`config.mk`:
```
export PLATFORM = sky130hd
export DESIGN_NAME = clock_period_meter
export DESIGN_NICKNAME = d
export VERILOG_FILES = /design/src/rtl/clock_meter_pkg.sv /design/src/rtl/sync_rise_detect.sv /design/src/rtl/clock_period_meter.sv
export SDC_FILE = /design/constraint.sdc
export NUM_CORES = 1
export LEC_CHECK = 0
export ABC_AREA = 0
export BUFFER_PORTS_ARGS = -buffer_cell sky130_fd_sc_hd__buf_2
export CAP_MARGIN = 20
export CORE_MARGIN = 2
export CORE_UTILIZATION = 45
export DETAILED_ROUTE_END_ITERATION = 10
export GPL_TIMING_DRIVEN = 0
export MAX_ROUTING_LAYER = met4
export SYNTH_ARGS = -nofsm -noshare
export SYNTH_HDL_FRONTEND = slang
export SYNTH_SLANG_ARGS = --single-unit
```
`constraint.sdc`:
```
create_clock -name fast_clock -period 3.3 [get_ports fast_clock]
set_input_delay 0.165 -clock fast_clock [delete_from_list [all_inputs] [get_ports fast_clock]]
set_output_delay 0.165 -clock fast_clock [all_outputs]
set_load 0.05 [all_outputs]
```
`src/rtl/clock_meter_pkg.sv`:
```
// Shared types and helpers for the clock period meter and the display logic that consumes it.
package clock_meter_pkg;

    typedef enum logic {
        IDLE,
        MEASURE
    } meter_state_t;

    localparam int DIV_POW_W = 5;
    localparam int MAX_CNT_W = 32;

    // Priority encoder: index of the highest set bit, 0 for a zero value.
    function automatic logic [DIV_POW_W-1:0] msb_index(input logic [MAX_CNT_W-1:0] value);
        logic [DIV_POW_W-1:0] idx;
        idx = '0;
        for (int i = 0; i < MAX_CNT_W; i++) begin
            if (value[i]) begin
                idx = i[DIV_POW_W-1:0];
            end
        end
        return idx;
    endfunction

endpackage

```
`src/rtl/sync_rise_detect.sv`:
```
// Brings an asynchronous signal into the fast_clock domain and flags its rising edges.
module sync_rise_detect #(
    parameter int SYNC_STAGES = 2
) (
    input  logic fast_clock,
    input  logic rst_n,
    input  logic async_in,
    output logic rise
);

    logic [SYNC_STAGES-1:0] sync_chain;
    logic                   sync_dly;

    always_ff @(posedge fast_clock or negedge rst_n) begin
        if (!rst_n) begin
            sync_chain <= '0;
            sync_dly   <= 1'b0;
        end else begin
            sync_chain <= {sync_chain[SYNC_STAGES-2:0], async_in};
            sync_dly   <= sync_chain[SYNC_STAGES-1];
        end
    end

    // One-cycle pulse on the first synchronised high sample after a low one.
    assign rise = sync_chain[SYNC_STAGES-1] & ~sync_dly;

endmodule

```
`src/rtl/clock_period_meter.sv`:
```
// Measures the rise-to-rise period of a slow signal in fast_clock cycles, with
// floor(log2) of the result and a stall flag when edges stop arriving.
module clock_period_meter
    import clock_meter_pkg::*;
#(
    parameter int CNT_W       = 28,
    parameter int SYNC_STAGES = 2,
    parameter int TIMEOUT_POW = 27
) (
    input  logic                 fast_clock,
    input  logic                 rst_n,
    input  logic                 slow_in,
    output logic [CNT_W-1:0]     period,
    output logic [DIV_POW_W-1:0] div_pow,
    output logic                 period_valid,
    output logic                 stalled
);

    localparam logic [CNT_W-1:0] TIMEOUT_COUNT =
        {{(CNT_W - TIMEOUT_POW){1'b0}}, {TIMEOUT_POW{1'b1}}};

    logic         rise;
    meter_state_t state;
    logic [CNT_W-1:0] counter;

    sync_rise_detect #(
        .SYNC_STAGES(SYNC_STAGES)
    ) u_sync_rise_detect (
        .fast_clock(fast_clock),
        .rst_n     (rst_n),
        .async_in  (slow_in),
        .rise      (rise)
    );

    // A rise that lands on the timeout count still completes a measurement,
    // so the rise branch is checked before the timeout compare.
    always_ff @(posedge fast_clock or negedge rst_n) begin
        if (!rst_n) begin
            state        <= IDLE;
            counter      <= '0;
            period       <= '0;
            div_pow      <= '0;
            period_valid <= 1'b0;
            stalled      <= 1'b1;
        end else begin
            period_valid <= 1'b0;
            case (state)
                IDLE: begin
                    if (rise) begin
                        state   <= MEASURE;
                        counter <= {{(CNT_W-1){1'b0}}, 1'b1};
                    end else begin
                        counter <= '0;
                    end
                end
                MEASURE: begin
                    if (rise) begin
                        period       <= counter;
                        div_pow      <= msb_index(MAX_CNT_W'(counter));
                        period_valid <= 1'b1;
                        stalled      <= 1'b0;
                        counter      <= {{(CNT_W-1){1'b0}}, 1'b1};
                    end else if (counter == TIMEOUT_COUNT) begin
                        stalled <= 1'b1;
                        state   <= IDLE;
                        counter <= '0;
                    end else begin
                        counter <= counter + 1'b1;
                    end
                end
                default: begin
                    state   <= IDLE;
                    counter <= '0;
                end
            endcase
        end
    end

endmodule

```
# After elaboration in Yosys (flattened, before gate mapping)
# Index checks and enable logic that the tools add are counted.
[op_classes]
n_addsub = 1
eq_ne = 1
muxes = 38
bitwise_logic = 3
n_reduce_logical = 3
[op_table]
columns = ["operator", "count"]
rows = [
  ["$mux 5", 26],
  ["$mux 28", 2],
  ["$pmux 28 s2", 1],
  ["$add 28x1->28 const B", 1],
  ["$eq 28x27->1 const B", 1],
  ["$mux 1", 8],
  ["$reduce_and 2->1", 2],
  ["$not 1->1", 2],
  ["$pmux 1 s2", 1],
  ["$reduce_bool 2->1", 1],
  ["$and 1x1->1", 1],
]
[word_totals]
regBits = 67
in_bits = 3
out_inout_bits = 35
word_cells = 54

# Depth between registers and ports, before layout
[depth]
depth_word = 27
depth_mapped = 8
depth_no_buf = 5

# By module
# From an unflattened synthesis, not the netlist that was laid out.
[hier_totals]
cells_unflattened = 344
area_unflattened_um2 = 3181.8
[modules_own_cells]
columns = ["module", "n_inst", "cells_each", "area_per_inst_um2", "seq_area_each_um2"]
rows = [
  ["clock_period_meter", 1, 340, 3093.0, 1602.8],
  ["sync_rise_detect", 1, 4, 88.8, 75.1],
]

# Worst setup path after synthesis
# Ideal clock, no wire load.
[synth_timing]
path_type = "flip-flop to flip-flop"
from = "reg counter[2]"
to = "reg counter[12]"
setup_ns = 0.119
arrival_time_ns = 1.678
required_time_ns = 3.181
slack_ns = 1.503
stages_incl_launch_ff = 9
path_buffers = 3
period_less_slack_ns = 1.797
cell_sequence = "dfrtp_1 -> buf_4 -> and4_1 -> buf_4 -> nand4_4 -> or4_4 -> nand3_4 -> buf_12 -> nor2_2"
[synth_between]
elab_chain_len = 4
elab_cells_between_ends = 5
cone_classes = "1 x add/sub; 1 x eq/ne; 3 x mux"
[synth_lines]
columns = ["item", "line_no", "text"]
rows = [
  ["start, declared", "clock_period_meter.sv:24", "logic [CNT_W-1:0] counter;"],
  ["start signal, assigned", "clock_period_meter.sv:51", "counter <= {{(CNT_W-1){1'b0}}, 1'b1};"],
  ["start signal, assigned", "clock_period_meter.sv:62", "counter <= {{(CNT_W-1){1'b0}}, 1'b1};"],
  ["start signal, assigned", "clock_period_meter.sv:68", "counter <= counter + 1'b1;"],
  ["$add 28x1->28 or $eq 28x27->1 (tied branches)", "clock_period_meter.sv:68, clock_period_meter.sv:63", ""],
  ["$mux 28 *", "clock_period_meter.sv:63", "end else if (counter == TIMEOUT_COUNT) begin"],
  ["$mux 28 *", "clock_period_meter.sv:57", "if (rise) begin"],
  ["$pmux 28 s2 *", "clock_period_meter.sv:47", "case (state)"],
]
# Every way passes the cells marked *; elsewhere a longest branch is shown, timed or not.
# A chain may end at the register's enable or synchronous reset.

# Worst setup path after layout
[layout_timing]
from = "reg counter[13]"
to = "reg counter[9]"
[layout_between]
elab_chain_len = 4
[layout_lines]
columns = ["item", "line_no"]
rows = [
  ["$eq 28x27->1", "clock_period_meter.sv:63"],
  ["$mux 28", "clock_period_meter.sv:63"],
  ["$mux 28", "clock_period_meter.sv:57"],
  ["$pmux 28 s2", "clock_period_meter.sv:47"],
]
# No other way between the ends.

==> impl_metrics.py <==
metrics = {
    "final_layout": {
        "nFillCells": 649,
        "antenna_cells": 0,
        "fin_util": 0.535,
        "stdcell_area_um2": 3610,
        "area_growth_syn_to_layout_pct": 15.3,
        "multiInputGateArea_um2": 1280,
        "seqCellArea_um2": 1680,
        "final_layout_size_suffix_gt1_frac": 0.198,
        "nets": 393,
        "mostFrequentLayoutCells": "85 x nand2_1, 66 x dfrtp_1, 44 x buf_2, 31 x nor2_1, 20 x xnor2_1",
        "final_common_cell": "nand2_1",
    },
    "routing": {
        "ant_nets": 0,
        "wl_per_cell_um": 15.0,
        "first_pass_iters": 4,
        "drc": 0,
        "drtIter0Drc": 136,
        "viasPerCell": 5.18,
        "drt_wl_total_um": 7100,
        "via_count": 2457,
    },
    "power": {
        "p_switching_uw": 599,
        "p_per_area_nw_per_um2": 522,
        "ir_drop_uv": 295,
        "seqPwrFrac": 0.487,
        "power.share.clock": 0.325,
        "p_leak_uw": 0.00180,
        "combPwrFrac": 0.189,
        "p_int_uw": 1290,
        "swShare": 0.317,
    },
    "global_route": {
        "grt.overflow.total": 0,
        "grt_usage": 0.212,
        "grt_pass1_vias": 2289,
        "antenna_found_initial": 0,
        "grt_max_degree": 68,
        "grt_pass1_wl_um": 11900,
    },
    "setup_path": {
        "slowest_stage": "or4_4",
        "critPathLaunch": "counter[13]",
        "crit_family": "simple AND/OR/NAND/NOR gates",
        "worstPathMaxFanout": 10,
        "cp-end-kind": "flop",
        "path_class": "flop to flop",
        "cp.required_ps": 3530,
        "r2r_start": "counter[13]",
        "cp_cell_sequence": "and4_1 > nand4_1 > or4_4 > nand3_4 > buf_12 > nor2_2",
        "start_kind": "flop",
        "crit_buf_inv": 1,
        "crit_path_max_incr_delay_ps": 600,
        "cp.arrival_ps": 2290,
    },
    "timing": {
        "drv_slew": 0,
        "rsz0062_at_grt": "false",
        "fmax_mhz": 485,
        "tightest_slew_ps": 852,
        "fin_skew_ps": 6.15,
        "relSlewSlack": 0.432,
        "hold_viol_final": 0,
        "setup_viol": 0,
        "period_needed_ps": 2060,
        "fin_crit_sh": 0.625,
        "finalSetupTns_ps": 0,
    },
    "clocking": {
        "cts_sinks": 67,
        "cts_buffers": 9,
        "cts_setup_buffers": 0,
        "clk_pin_slew_ps": 70,
        "ctsHtreeMaxLevel": 3,
        "postCtsHoldBufs": 2,
        "clock_path_buffers": 2,
        "cts_tree": "yes",
        "clk_latency_ps": 340,
        "post_cts_resized": 0,
        "cts_root_buffer": "clkbuf_8",
    },
    "logic_synthesis": {
        "synth_edf_count": 0,
        "synth_fp_nets": 343,
        "synth-compound-area-share": 0.0707,
        "yosysSeqAreaShare": 0.535,
        "synth_top_area_share": 0.527,
        "synth.largest_area_cell": "dfrtp_1",
        "ys_top_cells_by_area": "dfrtp_1 53%, nand2_1 10%, xnor2_1 5.6%",
        "ys_ff_latch": 67,
        "netlist_area_um2": 3130,
        "synthSimpleGateAreaFrac": 0.265,
        "synth_xor_area_frac": 0.0699,
        "synth_top_family_by_area": "simple AND/OR/NAND/NOR gates",
        "synthMuxAreaShare": 0,
        "async_flop_share": 1.00,
        "synth.distinct_cells": 41,
        "synth_warnings": 0,
        "synth-adder-area-share": 0.00399,
        "syn_inst": 339,
        "post_synth.cell_area_avg_um2": 9.25,
        "ys.flop_type": "dfrtp_1",
    },
    "floorplan": {
        "core_um2": 6760,
        "die-area_um2": 7650,
        "initial_core_util": 0.464,
        "pin_count": 38,
        "die_h_um": 87.5,
        "row_count": 30,
        "die_x_um": 87.5,
    },
    "status": {
        "outcome": "finished, final reports clean",
    },
    "place": {
        "place_hpwl_um": 4810,
        "placement.cell_area_um2": 3420,
        "port_buffers": 37,
        "globalplace.congestion": 0.911,
    },
    "run": {
        "drv_cap": 0,
    },
    "worst_hold_path": {
        "min_from": "u_sync_rise_detect.sync_chain[0]",
        "hp-class": "flop to flop",
    },
}
[sequential cells by signal, summed over array words and instances (netlist names)]
name,cells
period_valid,1
stalled,1
counter,28
u_sync_rise_detect.sync_chain,2
u_sync_rise_detect.sync_dly,1
div_pow,5
period,28
state,1
[kinds of logic after synthesis]
logic type / count (synthesis)
xor+xnor: 25
buf+inv: 34
flops: 67
compound gates: 36
fa+ha+maj: 1
simple gates: 176
[per-stage QoR]
stage | hold slack, ps | std cells | worst slack [ps] | power (uW)
after floorplan | -131 | 339 | 1500 | 1190
after global placement | 273 | 456 | 1280 | 1290
after detailed placement | 275 | 456 | 1270 | 1290
after CTS | 352 | 474 | 1260 | 1910
after global routing | 361 | 474 | 1110 | 1980
final | 348 | 474 | 1240 | 1890
[path summary, 6_finish.rpt]
check	slack, ps	depth (start not counted)	to
max	1240	6	counter[9]
min	350	0	u_sync_rise_detect.sync_chain[1]
max reg2reg	1240	6	counter[9]
min reg2reg	350	0	u_sync_rise_detect.sync_chain[1]
max in group asynchronous	2260	2	counter[16]
min in group asynchronous	470	2	period[20]
[area by class of cell]
class | count | area share
multi-input combinational | 238 | 0.355
sequential | 67 | 0.464
clock inverter | 2 | 0.00277
inverter | 12 | 0.0125
buffer | 22 | 0.0357
timing repair buffer | 39 | 0.0575
clock buffer | 14 | 0.0450
tap | 80 | 0.0277
[routing by layer]
layer	part of all wire	GRT usage
met1	0.49	0.295
met2	0.46	0.306
met3	0.031	0.0540
met5	0	-
met4	0.013	0.0643
[Yosys cell counts, types with 2 or more instances]
| master | instances |
|---|---|
| dfrtp_1 | 66 |
| xnor2_1 | 20 |
| buf_1 | 2 |
| o221ai_1 | 2 |
| and4_1 | 2 |
| nand3_1 | 8 |
| o22a_1 | 2 |
| inv_1 | 12 |
| buf_2 | 8 |
| o41ai_1 | 2 |
| nor2_2 | 10 |
| a2111oi_0 | 2 |
| o21ai_0 | 15 |
| and3_1 | 5 |
| nand2_1 | 85 |
| buf_4 | 2 |
| xor2_1 | 5 |
| a21oi_1 | 9 |
| nor2_1 | 31 |
| nand4_1 | 5 |
| nand2b_1 | 2 |
| or3_1 | 2 |
| nor4_1 | 12 |
| clkbuf_1 | 7 |
| nor3_1 | 7 |
[power groups by stage]
stage | Combinational [uW] | Sequential (uW) | Clock, uW
global route | 388 | 929 | 662
finish | 356 | 919 | 613
detailed placement | 357 | 936 | 0
CTS | 361 | 921 | 632
global placement | 354 | 935 | 0
floorplan | 140 | 1050 | 0
No activity file was read; power rests on OpenSTA's default activity.
